File: src/rtl/mips_multicycle.sv
// mips_multicycle: multicycle MIPS core with FETCH/DECODE/EXEC/MEM/WB states and
// request/ready handshakes on the instruction and data ports.
module mips_multicycle #(
   parameter int          Dbits   = 32,
   parameter int          Nreg    = 32,
   parameter logic [31:0] Pc_init = 32'h0040_0000
) (
   input  logic             clk,
   input  logic             reset,
   input  logic             enable,
   output logic             imem_req,
   output logic [31:0]      pc,
   input  logic [31:0]      instr,
   input  logic             imem_ready,
   output logic             dmem_req,
   output logic             mem_wr,
   output logic [31:0]      mem_addr,
   output logic [Dbits-1:0] mem_writedata,
   input  logic [Dbits-1:0] mem_readdata,
   input  logic             dmem_ready,
   output logic [2:0]       state,
   output logic             illegal
);
   typedef enum logic [2:0] {FETCH = 3'd0, DECODE = 3'd1, EXEC = 3'd2, MEM = 3'd3, WB = 3'd4} state_t;
   localparam int RW = $clog2(Nreg);
   state_t           state_q, state_d;
   logic [31:0]      pc_q, pc_d, pcn_q, pcn_d, ir_q, ir_d, tgt_q, tgt_d;
   logic [Dbits-1:0] a_q, a_d, b_q, b_d, alu_q, alu_d, mdr_q, mdr_d;
   logic             ill_q, ill_d;
   logic [Dbits-1:0] rf_q [Nreg];
   logic [Dbits-1:0] rf_d [Nreg];
   logic [5:0]       op, fn;
   logic [4:0]       shamt;
   logic [RW-1:0]    rs, rt, rd, wa;
   logic [Dbits-1:0] simm, zimm, y, wd;
   logic             legal, we;
   assign op    = ir_q[31:26];
   assign fn    = ir_q[5:0];
   assign shamt = ir_q[10:6];
   assign rs    = ir_q[21 +: RW];
   assign rt    = ir_q[16 +: RW];
   assign rd    = ir_q[11 +: RW];
   assign simm  = Dbits'($signed(ir_q[15:0]));
   assign zimm  = Dbits'(ir_q[15:0]);
   assign imem_req      = reset && state_q == FETCH;
   assign dmem_req      = state_q == MEM;
   assign mem_wr        = state_q == MEM && op == 6'h2b;
   assign mem_addr      = alu_q[31:0];
   assign mem_writedata = b_q;
   assign pc            = pc_q;
   assign state         = state_q;
   assign illegal       = ill_q;
   always_comb begin
      y     = '0;
      legal = 1'b1;
      case (op)
         6'h00: case (fn)
            6'h20, 6'h21: y = a_q + b_q;
            6'h22, 6'h23: y = a_q - b_q;
            6'h24:        y = a_q & b_q;
            6'h25:        y = a_q | b_q;
            6'h26:        y = a_q ^ b_q;
            6'h27:        y = ~(a_q | b_q);
            6'h2a:        y = Dbits'($signed(a_q) < $signed(b_q));
            6'h2b:        y = Dbits'(a_q < b_q);
            6'h00:        y = b_q << shamt;
            6'h02:        y = b_q >> shamt;
            6'h03:        y = $signed(b_q) >>> shamt;
            6'h08:        y = '0;
            default:      legal = 1'b0;
         endcase
         6'h08, 6'h09, 6'h23, 6'h2b: y = a_q + simm;
         6'h0a:   y = Dbits'($signed(a_q) < $signed(simm));
         6'h0b:   y = Dbits'(a_q < simm);
         6'h0c:   y = a_q & zimm;
         6'h0d:   y = a_q | zimm;
         6'h0e:   y = a_q ^ zimm;
         6'h0f:   y = Dbits'($signed({ir_q[15:0], 16'h0000}));
         6'h02, 6'h03, 6'h04, 6'h05: y = '0;
         default: legal = 1'b0;
      endcase
   end
   always_comb begin
      state_d = state_q;
      pc_d    = pc_q;
      pcn_d   = pcn_q;
      ir_d    = ir_q;
      tgt_d   = tgt_q;
      a_d     = a_q;
      b_d     = b_q;
      alu_d   = alu_q;
      mdr_d   = mdr_q;
      ill_d   = ill_q;
      we      = 1'b0;
      wa      = rd;
      wd      = alu_q;
      case (state_q)
         FETCH: if (imem_ready) begin
            ir_d    = instr;
            pcn_d   = pc_q + 32'd4;
            state_d = DECODE;
         end
         DECODE: begin
            a_d     = rf_q[rs];
            b_d     = rf_q[rt];
            tgt_d   = pcn_q + {{14{ir_q[15]}}, ir_q[15:0], 2'b00};
            state_d = EXEC;
         end
         EXEC: begin
            alu_d   = y;
            state_d = FETCH;
            if (!legal) begin
               ill_d = 1'b1;
               pc_d  = pcn_q;
            end else if (op == 6'h04 || op == 6'h05)
               pc_d = ((a_q == b_q) ^ (op == 6'h05)) ? tgt_q : pcn_q;
            else if (op == 6'h02 || op == 6'h03) begin
               pc_d = {pcn_q[31:28], ir_q[25:0], 2'b00};
               we   = op == 6'h03;
               wa   = '1;
               wd   = Dbits'(pcn_q);
            end else if (op == 6'h00 && fn == 6'h08)
               pc_d = a_q[31:0];
            else
               state_d = (op == 6'h23 || op == 6'h2b) ? MEM : WB;
         end
         MEM: if (dmem_ready) begin
            mdr_d   = mem_readdata;
            pc_d    = op == 6'h23 ? pc_q : pcn_q;
            state_d = op == 6'h23 ? WB : FETCH;
         end
         WB: begin
            we      = 1'b1;
            wa      = op == 6'h00 ? rd : rt;
            wd      = op == 6'h23 ? mdr_q : alu_q;
            pc_d    = pcn_q;
            state_d = FETCH;
         end
         default: state_d = FETCH;
      endcase
      rf_d = rf_q;
      if (we) rf_d[wa] = wd;
      rf_d[0] = '0;
   end
   // enable low freezes every piece of state, so held requests keep stable outputs
   always_ff @(posedge clk or negedge reset) begin
      if (!reset) begin
         state_q <= FETCH;
         pc_q    <= Pc_init;
         pcn_q   <= '0;
         ir_q    <= '0;
         tgt_q   <= '0;
         a_q     <= '0;
         b_q     <= '0;
         alu_q   <= '0;
         mdr_q   <= '0;
         ill_q   <= 1'b0;
         rf_q    <= '{default: '0};
      end else if (enable) begin
         state_q <= state_d;
         pc_q    <= pc_d;
         pcn_q   <= pcn_d;
         ir_q    <= ir_d;
         tgt_q   <= tgt_d;
         a_q     <= a_d;
         b_q     <= b_d;
         alu_q   <= alu_d;
         mdr_q   <= mdr_d;
         ill_q   <= ill_d;
         rf_q    <= rf_d;
      end
   end
endmodule
File: config.mk
export PLATFORM = sky130hd
export DESIGN_NAME = mips_multicycle
export DESIGN_NICKNAME = d
export VERILOG_FILES = /design/src/rtl/mips_multicycle.sv
export SDC_FILE = /design/constraint.sdc
export NUM_CORES = 2
export LEC_CHECK = 0
export CAP_MARGIN = 20
export CORE_MARGIN = 2
export CORE_UTILIZATION = 65
export DETAILED_ROUTE_END_ITERATION = 16
export DONT_BUFFER_PORTS = 1
export PLACE_DENSITY_LB_ADDON = 0.2
export SLEW_MARGIN = 30
export SYNTH_ARGS = -nofsm -noshare
export SYNTH_HDL_FRONTEND = slang
export SYNTH_SLANG_ARGS = --single-unit
export TNS_END_PERCENT = 10
File: constraint.sdc
create_clock -name clk -period 13.13 [get_ports clk]
set_input_delay 0.6565 -clock clk [delete_from_list [all_inputs] [get_ports clk]]
set_output_delay 0.6565 -clock clk [all_outputs]
set_load 0.02 [all_outputs]
## Word-level counts from Yosys, hierarchy flattened

Cells that the tools add are included.

- Flip-flop bits (word level): 1252
- Output and inout bits: 103
- Input bits: 69
- Logic and storage cells: 173

- Bitwise logic cells: 12
- Mux-type cells: 44
- Equality and inequality tests: 36
- Shifts and indexed selects: 3
- $lt $le $gt $ge: 8
- Add/subtract/negate cells: 5
- Reduce and logical (&&, ||, !) cells: 24

Operators by type and width:

| kind | count |
|---|---|
| 1024-bit bitwise mux | 1 |
| 32-bit two-way mux | 16 |
| 32-bit one-hot mux with 11 select lines | 1 |
| 32-bit binary-select mux with 5-bit select | 2 |
| 32-bit one-hot mux with 8 select lines | 1 |
| 32-bit demux with 5-bit select | 1 |
| 32-bit adder | 3 |
| 32-bit less-than comparator | 3 |
| 32-bit one-hot mux with 3 select lines | 1 |
| 6-bit == test (second input constant) | 12 |
| 32-bit one-hot mux with 2 select lines | 1 |
| 6-bit by 4-bit == test with 1-bit output (second input constant) | 9 |
| 32-bit by 3-bit adder with 32-bit output (second input constant) | 1 |
| 32-bit by 16-bit bitwise AND with 32-bit output | 1 |
| 32-bit bitwise AND | 1 |
| 32-bit == test | 1 |
| 32-bit by 16-bit less-than comparator with 1-bit output | 1 |
| 32-bit inverter | 1 |
| 32-bit by 16-bit OR with 32-bit output | 1 |
| 32-bit OR | 1 |
| 32-bit by 5-bit << shifter with 32-bit output | 1 |
| 32-bit by 5-bit >> shifter with 32-bit output | 1 |
| 32-bit by 5-bit >>> shifter with 32-bit output | 1 |
| 32-bit subtractor | 1 |
| other kinds (32) | 69 |

## Longest topological paths before layout

- Depth in word-level cells: 12
- Gate-level depth with buffers: 17
- Gate-level depth less buffers: 13

## Least setup slack after synthesis

No wires, ideal clock.

- Path kind: flip-flop to flip-flop
- Start point: register ir_q[7]
- End point: register alu_q[27] (netlist: mem_addr[27])
- Setup time: 0.087 ns
- Path buffers: 5
- Cell stages (with the launch flop): 18
- Slack: 8.874 ns
- Arrival: 4.169 ns
- Required time: 13.043 ns
- Clock period less this slack: 4.256 ns
- Cell sequence: dfrtp_1 -> buf_2 -> buf_1 -> buf_2 -> clkbuf_1 -> inv_1 -> ha_1 -> clkbuf_1 -> nand4_1 -> nor4_1 -> o311ai_1 -> a21oi_1 -> nor2_1 -> o31a_1 -> or3_1 -> o311ai_0 -> a22oi_1 -> o211ai_1

- Word-level cells in the longest chain between the ends: 3
- Elaborated cells between the ends (all ways): 6
- Those cells by class: add/sub (1); shift (3); mux (2)

RTL lines:

| what | RTL line | text |
|---|---|---|
| start: declaration | 27 | `logic [31:0] pc_q, pc_d, pcn_q, pcn_d, ir_q, ir_d, tgt_q, tgt_d;` |
| start signal: assignment | 163 | `ir_q <= ir_d;` |
| parallel branches: the longest is 2 deep, another holds 32-bit adder | n/a |  |
| 32-bit one-hot mux with 8 select lines * | 56 | `case (op)` |
| end signal: assignment | 167 | `alu_q <= alu_d;` |
| end: declaration | 28 | `logic [Dbits-1:0] a_q, a_d, b_q, b_d, alu_q, alu_d, mdr_q, mdr_d;` |

Mark *: on every way between the ends.
A chain may end at the register's enable or synchronous reset.

## Worst setup path after layout

- Start point: register b_q[23] (netlist: mem_writedata[23])
- End point: register pc_q[0] (netlist: pc[0])

- Word-level cells in the longest chain between the ends: 6

RTL lines:

| what | RTL line | text |
|---|---|---|
| start: declaration | 28 |  |
| start signal: assignment | 154 | `b_q <= '0;` |
| start signal: assignment | 166 | `b_q <= b_d;` |
| 32-bit == test | 116 | `pc_d = ((a_q == b_q) ^ (op == 6'h05)) ? tgt_q : pcn_q;` |
| 1-bit bitwise XOR | 116 |  |
| 32-bit two-way mux | 116 |  |
| 32-bit two-way mux | 115 | `end else if (op == 6'h04 \|\| op == 6'h05)` |
| 32-bit two-way mux | 112 | `if (!legal) begin` |
| 32-bit one-hot mux with 3 select lines | 97 | `case (state_q)` |
| end signal: assignment | 149 | `pc_q <= Pc_init;` |
| end signal: assignment | 161 | `pc_q <= pc_d;` |
| end: declaration | 27 |  |

No other way between the ends.

==> flow_summary.json <==
{
  "status": "finished clean",
  "cp-startpoint": "mem_writedata[23]",
  "r2r_cells": 13,
  "multi_input_area_um2": 41850,
  "yosys_most_used_dff": "dfrtp_1",
  "required_ns": 13.76,
  "startpoint_type": "flip-flop",
  "post-place-ws_ns": 8.292,
  "tns_ns": 0,
  "fmax_mhz": 194.8,
  "async_flop_share_pct": 100.0,
  "port_buffers": 0,
  "yosysUniqueCellTypes": 99,
  "synthToLayoutAreaGrowth_pct": 7.799,
  "ys_seq_elements": 1252,
  "syn_area_um2": 76200,
  "cts.path.max_buffers": 3,
  "gp_congestion": 1.066,
  "r2r_end": "pc[0]",
  "syn_area_per_cell_um2": 10.27,
  "fin_area_um2": 82150,
  "post-place-cells": 8442,
  "clkSlewWorstSetupHoldPaths_ns": 0.06,
  "ant_nets": 0,
  "register_area_um2": 31380,
  "antenna_found_initial": 15,
  "drtIter0Drc": 8866,
  "min_path_type": "in2reg",
  "rows": 125,
  "arrival_ns": 5.76,
  "final_layout_size_suffix_gt1_share_pct": 17.83,
  "largest_reg_flops": 992,
  "fin_crit_ns": 5.134,
  "rsz0062_at_grt": "no",
  "cts_max_level": 4,
  "largest-register": "rf_q",
  "tritoncts": "done",
  "vias_per_cell": 7.283,
  "netlist_instances": 7423,
  "avgRoutedWirePerCell_um": 31.40,
  "io_pins": 172,
  "ys_seq_area_share_pct": 41.11,
  "hpwl_mm": 177.8,
  "start_util_pct": 65.58,
  "path_class": "reg2reg",
  "finClkSkew_ns": 0.03821,
  "cts_resized": 0,
  "ir_drop_mv": 0.1897,
  "timing_worst_slew_pin_value_ns": 1.108,
  "synth_edf_count": 0,
  "rrSetupSlack_ns": 8.00,
  "worst_setup_path_end_kind": "flip-flop",
  "cts_setup_buffers": 0,
  "drt-total-wl_mm": 273.2,
  "setup_viol": 0,
  "hold_viol_final": 0,
  "clockRootBuffer": "clkbuf_16",
  "chipHeight_um": 346.4,
  "critPathCapture": "pc[0]",
  "grt_pass1_vias": 61880,
  "dieArea_um2": 120000,
  "drc": 0,
  "placed_cell_area_um2": 77410,
  "grt_pass1_wl_mm": 408.1,
  "clkSinkCount": 1252,
  "syn-num-nets": 7701,
  "max-cap-violations": 0,
  "min_period_over_period_pct": 39.10,
  "gr-total-overflow": 0,
  "hold_buffers": 3,
  "slew_headroom_pct": 26.12,
  "grtUsageTotal_pct": 45.93,
  "dr.pass1.iters": 7,
  "grt_max_degree": 182,
  "final_cells": 8701,
  "clock_latency_ns": 0.78,
  "p_leak_uw": 0.03422,
  "r2r_start": "mem_writedata[23]",
  "core_area_um2": 116200,
  "via_count": 63370,
  "path_max_fanout": 15,
  "numCtsBuffers": 137,
  "yosys_warnings": 0,
  "power.density_nw_per_um2": 215.8,
  "die_x_um": 346.4,
  "worst_slack_ns": 7.996,
  "drv_slew": 0,
  "fin_nets": 7347,
  "n_fill_cell": 8409
}
[synth_stat cells, types with 8 or more instances]
library cell,number,area (um^2)
nor4_1,19,118.9
mux2i_1,168,1682
nand2_1,1249,4688
o21a_1,15,112.6
nor2_1,353,1325
a22o_1,61,534.3
a311oi_1,17,148.9
mux2_2,112,1261
o22ai_1,29,181.4
o21ai_1,455,2277
nor3_1,76,380.4
o31ai_1,29,217.7
dfrtp_1,1251,31310
nand3_1,59,295.3
buf_6,8,90.09
clkbuf_1,457,1715
nand2b_1,23,143.9
buf_1,75,281.5
buf_2,121,605.6
nand4_1,23,143.9
o211ai_1,21,157.7
mux4_2,636,14320
a21oi_1,477,2387
buf_4,16,120.1
or2_1,15,93.84
xor2_1,41,359.1
o41ai_1,8,70.07
o21ai_0,725,3628
and3_1,26,162.7
or3_1,16,100.1
o221ai_1,10,87.58
a211oi_1,41,307.8
nor2b_1,27,168.9
xnor2_1,79,691.9
a221oi_1,30,262.8
a22oi_1,15,112.6
a31oi_1,39,244.0
inv_1,148,555.5
o21bai_1,27,202.7
ha_1,205,2565
o32ai_1,8,70.07
a21o_1,39,292.8
and2_1,14,87.58
[area by class of cell]
type                            count  area share, %
Clock buffer                      200          4.880
Multi-Input combinational cell   5340          50.95
Timing Repair Buffer              185          2.439
Antenna cell                        4        0.01218
Inverter                          153         0.6991
Tap cell                         1524          2.321
Clock inverter                     43         0.5011
Sequential cell                  1252          38.20
[metrics by stage]
step                      power (uW)  hold WS (ns)  util [%]
after floorplan                10790        0.3609         -
after global placement         13460        0.3621     66.28
after detailed placement       13560        0.3622     66.61
after CTS                      17410       0.01020     70.45
after global routing           18420       0.02805     70.68
final                          17730       0.03496     70.69
[where the power goes]
group | switching (uW) | total [uW] | internal (uW)
sequential | 1020 | 5390 | 4370
combinational | 5420 | 8480 | 3060
clock | 1660 | 3860 | 2200
[layout by cell type (no fill, tap or decap), drive strengths merged, types with 10 or more instances in the layout]
cell type | netlist | layout
mux2 | 112 | 112
nor3 | 79 | 79
nand2 | 1254 | 1254
mux4 | 636 | 636
nand4 | 34 | 34
a22oi | 15 | 15
nand2b | 23 | 23
and2 | 16 | 16
dfrtp | 1251 | 1251
a21oi | 480 | 480
a221oi | 30 | 30
a211oi | 41 | 41
o221ai | 10 | 10
xnor2 | 79 | 79
xor2 | 41 | 41
nand3 | 60 | 60
ha | 205 | 205
buf | 220 | 183
or2 | 19 | 19
o211ai | 22 | 22
o21bai | 27 | 27
inv | 151 | 155
nor4 | 20 | 20
nor2b | 27 | 27
and3 | 26 | 26
mux2i | 168 | 168
o31ai | 29 | 29
clkbuf | 458 | 200
or3 | 17 | 17
o22ai | 29 | 29
o21a | 15 | 15
clkinv | 2 | 30
o21ai | 1180 | 1180
nor2 | 365 | 365
a311oi | 17 | 17
a31oi | 39 | 39
a21o | 39 | 39
a22o | 61 | 61
[worst max-delay path, stage by stage, from the launching register on]
cell and delay (ns):
dfrtp_1 0.95, inv_1 0.17, ha_1 0.49, or3_1 0.49, nor4_1 0.41, nand2_1 0.13
nor4_2 0.84, xor2_1 0.21, buf_4 0.27, nor2_1 0.11, nand2_1 0.23, o21ai_0 0.35
a22oi_1 0.24, o21ai_0 0.09
[layer usage]
metal / routed length, um / share of wire, % / global-route usage [%] / up-vias
met1: 97850 / 36 / 60.51 / 31610
met2: 120100 / 44 / 67.02 / 4249
met4: 21090 / 7.7 / 30.34 / 8
met3: 34050 / 12 / 13.04 / 1048
li1: - / - / - / 26450
met5: 56 / 0.020 / 0 / -
[cells by family (layout without fill, tap and decap cells)]
kind of cell | after synthesis | in the layout | synth area share [%]
DFF | 1252 | 1252 | 41.11
muxes | 916 | 916 | 22.66
adders and majority gates | 209 | 209 | 3.471
and+or+nand+nor | 1965 | 1965 | 11.06
xor gates and xnor gates | 120 | 120 | 1.379
AOI/OAI and AO/OA | 2130 | 2130 | 15.86
buffers and inverters | 831 | 581 | 4.451
other | 0 | 4 | 0
[worst min path at each step]
stage	slack, ns	to	from	depth (start not counted)
2_1_floorplan	0.36	a_q[0]	reset	0
4_1_cts	0.01	ir_q[8]	instr[8]	1
5_1_grt	0.03	ir_q[5]	instr[5]	1
6_report	0.03	ir_q[8]	instr[8]	1
3_3_place_gp	0.36	mem_writedata[6]	reset	0
3_5_place_dp	0.36	mem_writedata[6]	reset	0
Power figures use the tool's default switching activity.
